## config.mk

```make
export PLATFORM = sky130hd
export DESIGN_NAME = lsu_ctrl
export DESIGN_NICKNAME = d
export VERILOG_FILES = /design/src/rtl/lsu_ctrl.sv
export SDC_FILE = /design/constraint.sdc
export NUM_CORES = 1
export LEC_CHECK = 0
export ABC_CLOCK_PERIOD_IN_PS = 6300
export CAP_MARGIN = 5
export CORE_UTILIZATION = 46
export DETAILED_ROUTE_END_ITERATION = 16
export PLACE_DENSITY_LB_ADDON = 0.25
export SETUP_SLACK_MARGIN = 0.02
export SYNTH_ARGS = -nofsm -noshare
export SYNTH_HDL_FRONTEND = slang
export SYNTH_SLANG_ARGS = --single-unit
```

## constraint.sdc

```tcl
create_clock -name clk -period 6.3 [get_ports clk]
set_input_delay 0.63 -clock clk [delete_from_list [all_inputs] [get_ports clk]]
set_output_delay 0.63 -clock clk [all_outputs]
set_load 0.005 [all_outputs]
```

## src/rtl/lsu_ctrl.sv

```systemverilog
// Load/store sequencer: alignment check, memory req/ready handshake, load data extension.
// Define LSU_TIMEOUT_EN to fault a request that waits TIMEOUT_CYCLES REQ cycles without mem_ready.
module lsu_ctrl #(
  parameter int unsigned TIMEOUT_CYCLES = 16
) (
  input  logic        clk,
  input  logic        reset,
  input  logic        start,
  input  logic        is_store,
  input  logic [2:0]  funct3,
  input  logic [31:0] addr,
  input  logic [31:0] wdata,
  output logic        stall,
  output logic        done,
  output logic        fault,
  output logic [31:0] rdata,
  output logic        mem_req,
  output logic        mem_we,
  output logic [31:0] mem_addr,
  output logic [3:0]  mem_be,
  output logic [31:0] mem_wdata,
  input  logic        mem_ready,
  input  logic [31:0] mem_rdata
);

  localparam int unsigned DW = 32;
  localparam int unsigned BW = DW / 8;

  if (TIMEOUT_CYCLES < 1 || TIMEOUT_CYCLES > 256) begin : g_bad_timeout
    $error("TIMEOUT_CYCLES must be in 1..256");
  end

  typedef enum logic [1:0] {S_IDLE, S_REQ, S_DONE, S_ERR} state_e;

  state_e          state_q, state_d;
  logic            store_q, store_d;
  logic [2:0]      f3_q, f3_d;
  logic [1:0]      off_q, off_d;
  logic            done_q, done_d;
  logic            fault_q, fault_d;
  logic [DW-1:0]   rdata_q, rdata_d;
  logic            req_q, req_d;
  logic            we_q, we_d;
  logic [DW-1:0]   maddr_q, maddr_d;
  logic [BW-1:0]   be_q, be_d;
  logic [DW-1:0]   mwdata_q, mwdata_d;
  logic            timeout_c;

  function automatic logic legal_f(logic st, logic [2:0] f3, logic [1:0] o);
    logic ok;
    case (f3)
      3'b000:  ok = 1'b1;
      3'b001:  ok = ~o[0];
      3'b010:  ok = (o == 2'b00);
      3'b100:  ok = ~st;
      3'b101:  ok = ~st & ~o[0];
      default: ok = 1'b0;
    endcase
    return ok;
  endfunction

  function automatic logic [BW-1:0] be_f(logic [2:0] f3, logic [1:0] o);
    logic [BW-1:0] be;
    case (f3[1:0])
      2'b00:   be = BW'(4'b0001 << o);
      2'b01:   be = BW'(4'b0011 << {o[1], 1'b0});
      default: be = 4'b1111;
    endcase
    return be;
  endfunction

  function automatic logic [DW-1:0] wd_f(logic [2:0] f3, logic [DW-1:0] w);
    logic [DW-1:0] r;
    case (f3[1:0])
      2'b00:   r = {4{w[7:0]}};
      2'b01:   r = {2{w[15:0]}};
      default: r = w;
    endcase
    return r;
  endfunction

  function automatic logic [DW-1:0] ext_f(logic [2:0] f3, logic [1:0] o, logic [DW-1:0] d);
    logic [7:0]    b;
    logic [15:0]   h;
    logic [DW-1:0] r;
    case (o)
      2'd0:    b = d[7:0];
      2'd1:    b = d[15:8];
      2'd2:    b = d[23:16];
      default: b = d[31:24];
    endcase
    h = o[1] ? d[31:16] : d[15:0];
    case (f3)
      3'b000:  r = {{24{b[7]}}, b};
      3'b001:  r = {{16{h[15]}}, h};
      3'b100:  r = {24'd0, b};
      3'b101:  r = {16'd0, h};
      default: r = d;
    endcase
    return r;
  endfunction

`ifdef LSU_TIMEOUT_EN
  logic [7:0] wait_q, wait_d;

  // Counter is zero on the first REQ cycle and counts cycles without mem_ready.
  always_comb begin
    wait_d = 8'd0;
    if (state_q == S_REQ && !mem_ready) wait_d = wait_q + 8'd1;
  end

  always_ff @(posedge clk or posedge reset) begin
    if (reset) wait_q <= 8'd0;
    else       wait_q <= wait_d;
  end

  assign timeout_c = (state_q == S_REQ) && !mem_ready && (wait_q == 8'(TIMEOUT_CYCLES - 1));
`else
  assign timeout_c = 1'b0;
`endif

  always_ff @(posedge clk or posedge reset) begin
    if (reset) state_q <= S_IDLE;
    else       state_q <= state_d;
  end

  always_comb begin
    state_d = state_q;
    case (state_q)
      S_IDLE: if (start) state_d = legal_f(is_store, funct3, addr[1:0]) ? S_REQ : S_ERR;
      S_REQ: begin
        if (mem_ready)      state_d = S_DONE;
        else if (timeout_c) state_d = S_ERR;
      end
      S_DONE:  state_d = S_IDLE;
      S_ERR:   state_d = S_IDLE;
      default: state_d = S_IDLE;
    endcase
  end

  // Registered outputs follow the next state; the bus is captured from the inputs on issue.
  always_comb begin
    store_d  = store_q;
    f3_d     = f3_q;
    off_d    = off_q;
    done_d   = (state_d == S_DONE) || (state_d == S_ERR);
    fault_d  = (state_d == S_ERR);
    req_d    = (state_d == S_REQ);
    rdata_d  = rdata_q;
    we_d     = 1'b0;
    maddr_d  = '0;
    be_d     = '0;
    mwdata_d = '0;
    if (state_q == S_IDLE && start) begin
      store_d = is_store;
      f3_d    = funct3;
      off_d   = addr[1:0];
    end
    if (state_q == S_IDLE && state_d == S_REQ) begin
      we_d     = is_store;
      maddr_d  = {addr[31:2], 2'b00};
      be_d     = be_f(funct3, addr[1:0]);
      mwdata_d = is_store ? wd_f(funct3, wdata) : '0;
    end else if (state_q == S_REQ && state_d == S_REQ) begin
      we_d     = we_q;
      maddr_d  = maddr_q;
      be_d     = be_q;
      mwdata_d = mwdata_q;
    end
    if (state_q == S_REQ && mem_ready && !store_q) rdata_d = ext_f(f3_q, off_q, mem_rdata);
  end

  always_ff @(posedge clk or posedge reset) begin
    if (reset) begin
      store_q  <= 1'b0;
      f3_q     <= 3'd0;
      off_q    <= 2'd0;
      done_q   <= 1'b0;
      fault_q  <= 1'b0;
      rdata_q  <= '0;
      req_q    <= 1'b0;
      we_q     <= 1'b0;
      maddr_q  <= '0;
      be_q     <= '0;
      mwdata_q <= '0;
    end else begin
      store_q  <= store_d;
      f3_q     <= f3_d;
      off_q    <= off_d;
      done_q   <= done_d;
      fault_q  <= fault_d;
      rdata_q  <= rdata_d;
      req_q    <= req_d;
      we_q     <= we_d;
      maddr_q  <= maddr_d;
      be_q     <= be_d;
      mwdata_q <= mwdata_d;
    end
  end

  // Stall must rise in the issue cycle itself, so it is decoded from state and start.
  assign stall     = (state_q == S_IDLE && start) || (state_q == S_REQ);
  assign done      = done_q;
  assign fault     = fault_q;
  assign rdata     = rdata_q;
  assign mem_req   = req_q;
  assign mem_we    = we_q;
  assign mem_addr  = maddr_q;
  assign mem_be    = be_q;
  assign mem_wdata = mwdata_q;

endmodule
```

==> flow_metrics.env <==
export IMPL_ys_seq_area_frac=0.549
export IMPL_first_iter_violations=233
export IMPL_endpoint_kind="flip-flop"
export IMPL_synth_warnings=0
export IMPL_synth_area_leader_cell="dfrtp_1"
export IMPL_power_mw=2.27
export IMPL_drt_vias_per_instance=5.48
export IMPL_hold_class="flip-flop to flip-flop"
export IMPL_insertedDiodeCount=0
export IMPL_tightest_slew_ps=1170
export IMPL_wirelength_um=14100
export IMPL_start_util=0.479
export IMPL_synth_seq_cells=110
export IMPL_cts_sinks=110
export IMPL_required_ps=6600
export IMPL_drive_gt1_frac=0.0633
export IMPL_grt_ovfl_total=0
export IMPL_finClkSkew_ps=10.7
export IMPL_synthCells=476
export IMPL_cts_setup_buffers=0
export IMPL_final_hold_viol_count=0
export IMPL_slew_viol_final=0
export IMPL_startpoint_type="input pin"
export IMPL_path_cells="clkdlybuf4s50_1, o41ai_2, and2_1, a22o_1"
export IMPL_relSlewSlack=0.218
export IMPL_cts_tree="done"
export IMPL_drt_pass1_iterations=5
export IMPL_area_delta_synth_final_pct=44.7
export IMPL_finalSetupViolCount=0
export IMPL_vias=4378
export IMPL_grt_max_degree=77
export IMPL_grt_use_total=0.255
export IMPL_synth_top_area_share=0.549
export IMPL_mostFrequentLayoutCells="clkdlybuf4s50_1 (206), dfrtp_1 (110), nand2_1 (89), a22o_1 (42), o21ai_1 (26)"
export IMPL_clock_latency_ps=370
export IMPL_cpMaxStageDelayCell="and2_1"
export IMPL_gp_congestion=0.862
export IMPL_hold_buffers=0
export IMPL_cp_max_fo=34
export IMPL_syn_area_per_cell_um2=10.5
export IMPL_power_density_mw_per_mm2=312
export IMPL_fin_crit_sh=0.488
export IMPL_criticalPathCategory="input pin to flip-flop"
export IMPL_pre_cts_ws_ps=2860
export IMPL_synth_area_mm2=0.00501
export IMPL_drtAntennaViolNets=0
export IMPL_num_rows=37
export IMPL_final_common_cell="clkdlybuf4s50_1"
export IMPL_core_region_area_mm2=0.0105
export IMPL_drc=0
export IMPL_fin_nets=762
export IMPL_clkSlewWorstSetupHoldPaths_ps=100
export IMPL_synth_cell_types=42
export IMPL_rsz0062_at_grt="no"
export IMPL_vdd_drop_max_mv=0.172
export IMPL_p_leak_nw=3.21
export IMPL_htreeDepth=3
export IMPL_cap_violations=0
export IMPL_io_buffers=206
export IMPL_status="completed"
export IMPL_tns_ps=0
export IMPL_cts_buffers=9
export IMPL_cts_root_buf="clkbuf_8"
export IMPL_placed_cells=783
export IMPL_clockBufferDepth=2
export IMPL_synth_edf_count=0
export IMPL_hold_depth=2
export IMPL_synth_ff_type="dfrtp_1"
export IMPL_ys_top_cells_by_area="dfrtp_1 (55%), a22o_1 (7.3%), nand2_1 (6.7%)"
export IMPL_rr_worst_depth=3
export IMPL_dieArea_mm2=0.0113
export IMPL_ios=209
export IMPL_min_period_ps=3070
export IMPL_layout_setup_ws_ps=3230
export IMPL_final_core_util=0.693
export IMPL_die_w_um=106
export IMPL_ys_async_sr_fraction=1.00
export IMPL_grt_pass1_vias=4528
export IMPL_cp_arrival_ps=3370
export IMPL_grt_pass1_wl_um=22500
export IMPL_antenna_found_initial=0
export IMPL_die_y_um=106
export IMPL_dp_hpwl_um=9980
export IMPL_fmax_mhz=326
export IMPL_final_cell_count_no_fill=799
export IMPL_wl_per_cell_um=17.7
export IMPL_cp_slowest_stage_delay_ps=980
export IMPL_cts_resized=0
[report_power, final]
group | switching [mW] | total, mW | internal (mW) | leakage [nW]
clock | 0.236 | 0.381 | 0.144 | 0.0755
sequential | 0.150 | 1.01 | 0.862 | 1.46
combinational | 0.386 | 0.874 | 0.488 | 1.68
total | 0.772 | 2.27 | 1.49 | 3.21
[flip-flops by register name, summed over array words and instances (netlist names)]
signal     count
done           1
state_q        2
mem_be         4
store_q        1
fault          1
mem_req        1
off_q          2
rdata         32
f3_q           3
mem_wdata     32
mem_we         1
mem_addr      30
[worst max-delay path: cells and delay by family]
family                 cells  cell delay [ps]
AOI/OAI and AO/OA          2              920
buffers and inverters      1              800
and+or+nand+nor            1              980
[cells in the mapped netlist, types with 2 or more instances]
library cell / count
nand3_1: 23
nand2_1: 89
o221a_1: 6
a31oi_1: 7
buf_6: 3
nor2b_1: 3
mux2_2: 6
o21bai_1: 4
nor3_1: 9
a21oi_1: 8
clkbuf_1: 24
o21ai_1: 26
buf_4: 2
buf_2: 7
a22oi_1: 9
mux2_1: 3
mux2i_1: 24
buf_1: 3
inv_1: 4
nand2b_1: 6
nor2_1: 18
a22o_1: 42
or2b_1: 2
a221o_1: 2
dfrtp_1: 110
o21ai_0: 11
nand3_2: 10
[through the flow]
| step | area, µm² | hold WS [ps] |
|---|---|---|
| floorplan | 5020 | 470 |
| global placement | 7090 | 462 |
| detailed placement | 7090 | 474 |
| CTS | 7250 | 496 |
| global route | 7250 | 520 |
| finish | 7250 | 492 |
[final timing paths]
kind	startpoint	to	slack, ps
min in group asynchronous	reset	mem_addr[10]$_DFFE_PP0P_	620
hold / removal	mem_we$_DFFE_PP0P_	mem_we$_DFFE_PP0P_	490
setup reg to reg	state_q[0]$_DFF_PP0_	mem_addr[12]$_DFFE_PP0P_	4040
setup / recovery	funct3[0]	mem_addr[12]$_DFFE_PP0P_	3230
hold reg to reg	mem_we$_DFFE_PP0P_	mem_we$_DFFE_PP0P_	490
max in group asynchronous	reset	mem_addr[3]$_DFFE_PP0P_	4360
[layer usage]
| metal | wire length, µm | track usage |
|---|---|---|
| met5 | 0 | 0 |
| met1 | 6090 | 0.343 |
| met3 | 1170 | 0.0723 |
| met2 | 6590 | 0.399 |
| met4 | 252 | 0.0813 |
[layout make-up]
| cell class | instances | area (µm²) |
|---|---|---|
| fill | 820 | 3210 |
| sequential | 110 | 2750 |
| timing repair buffer | 210 | 2090 |
| multi-input combinational | 323 | 2050 |
| tap | 136 | 170 |
| clock buffer | 11 | 131 |
| clock inverter | 5 | 36.3 |
| inverter | 4 | 17.5 |
[cell families (layout without fill, tap and decap cells)]
kind of cell    count (synthesis)  in the layout  synth area share
other cells                     1              2          0.000748
simple gates                  168            168             0.165
compound gates                120            120             0.174
mux                            33             33            0.0681
flops                         110            110             0.549
buf+inv                        44            230            0.0429
Power figures use the tool's default switching activity.
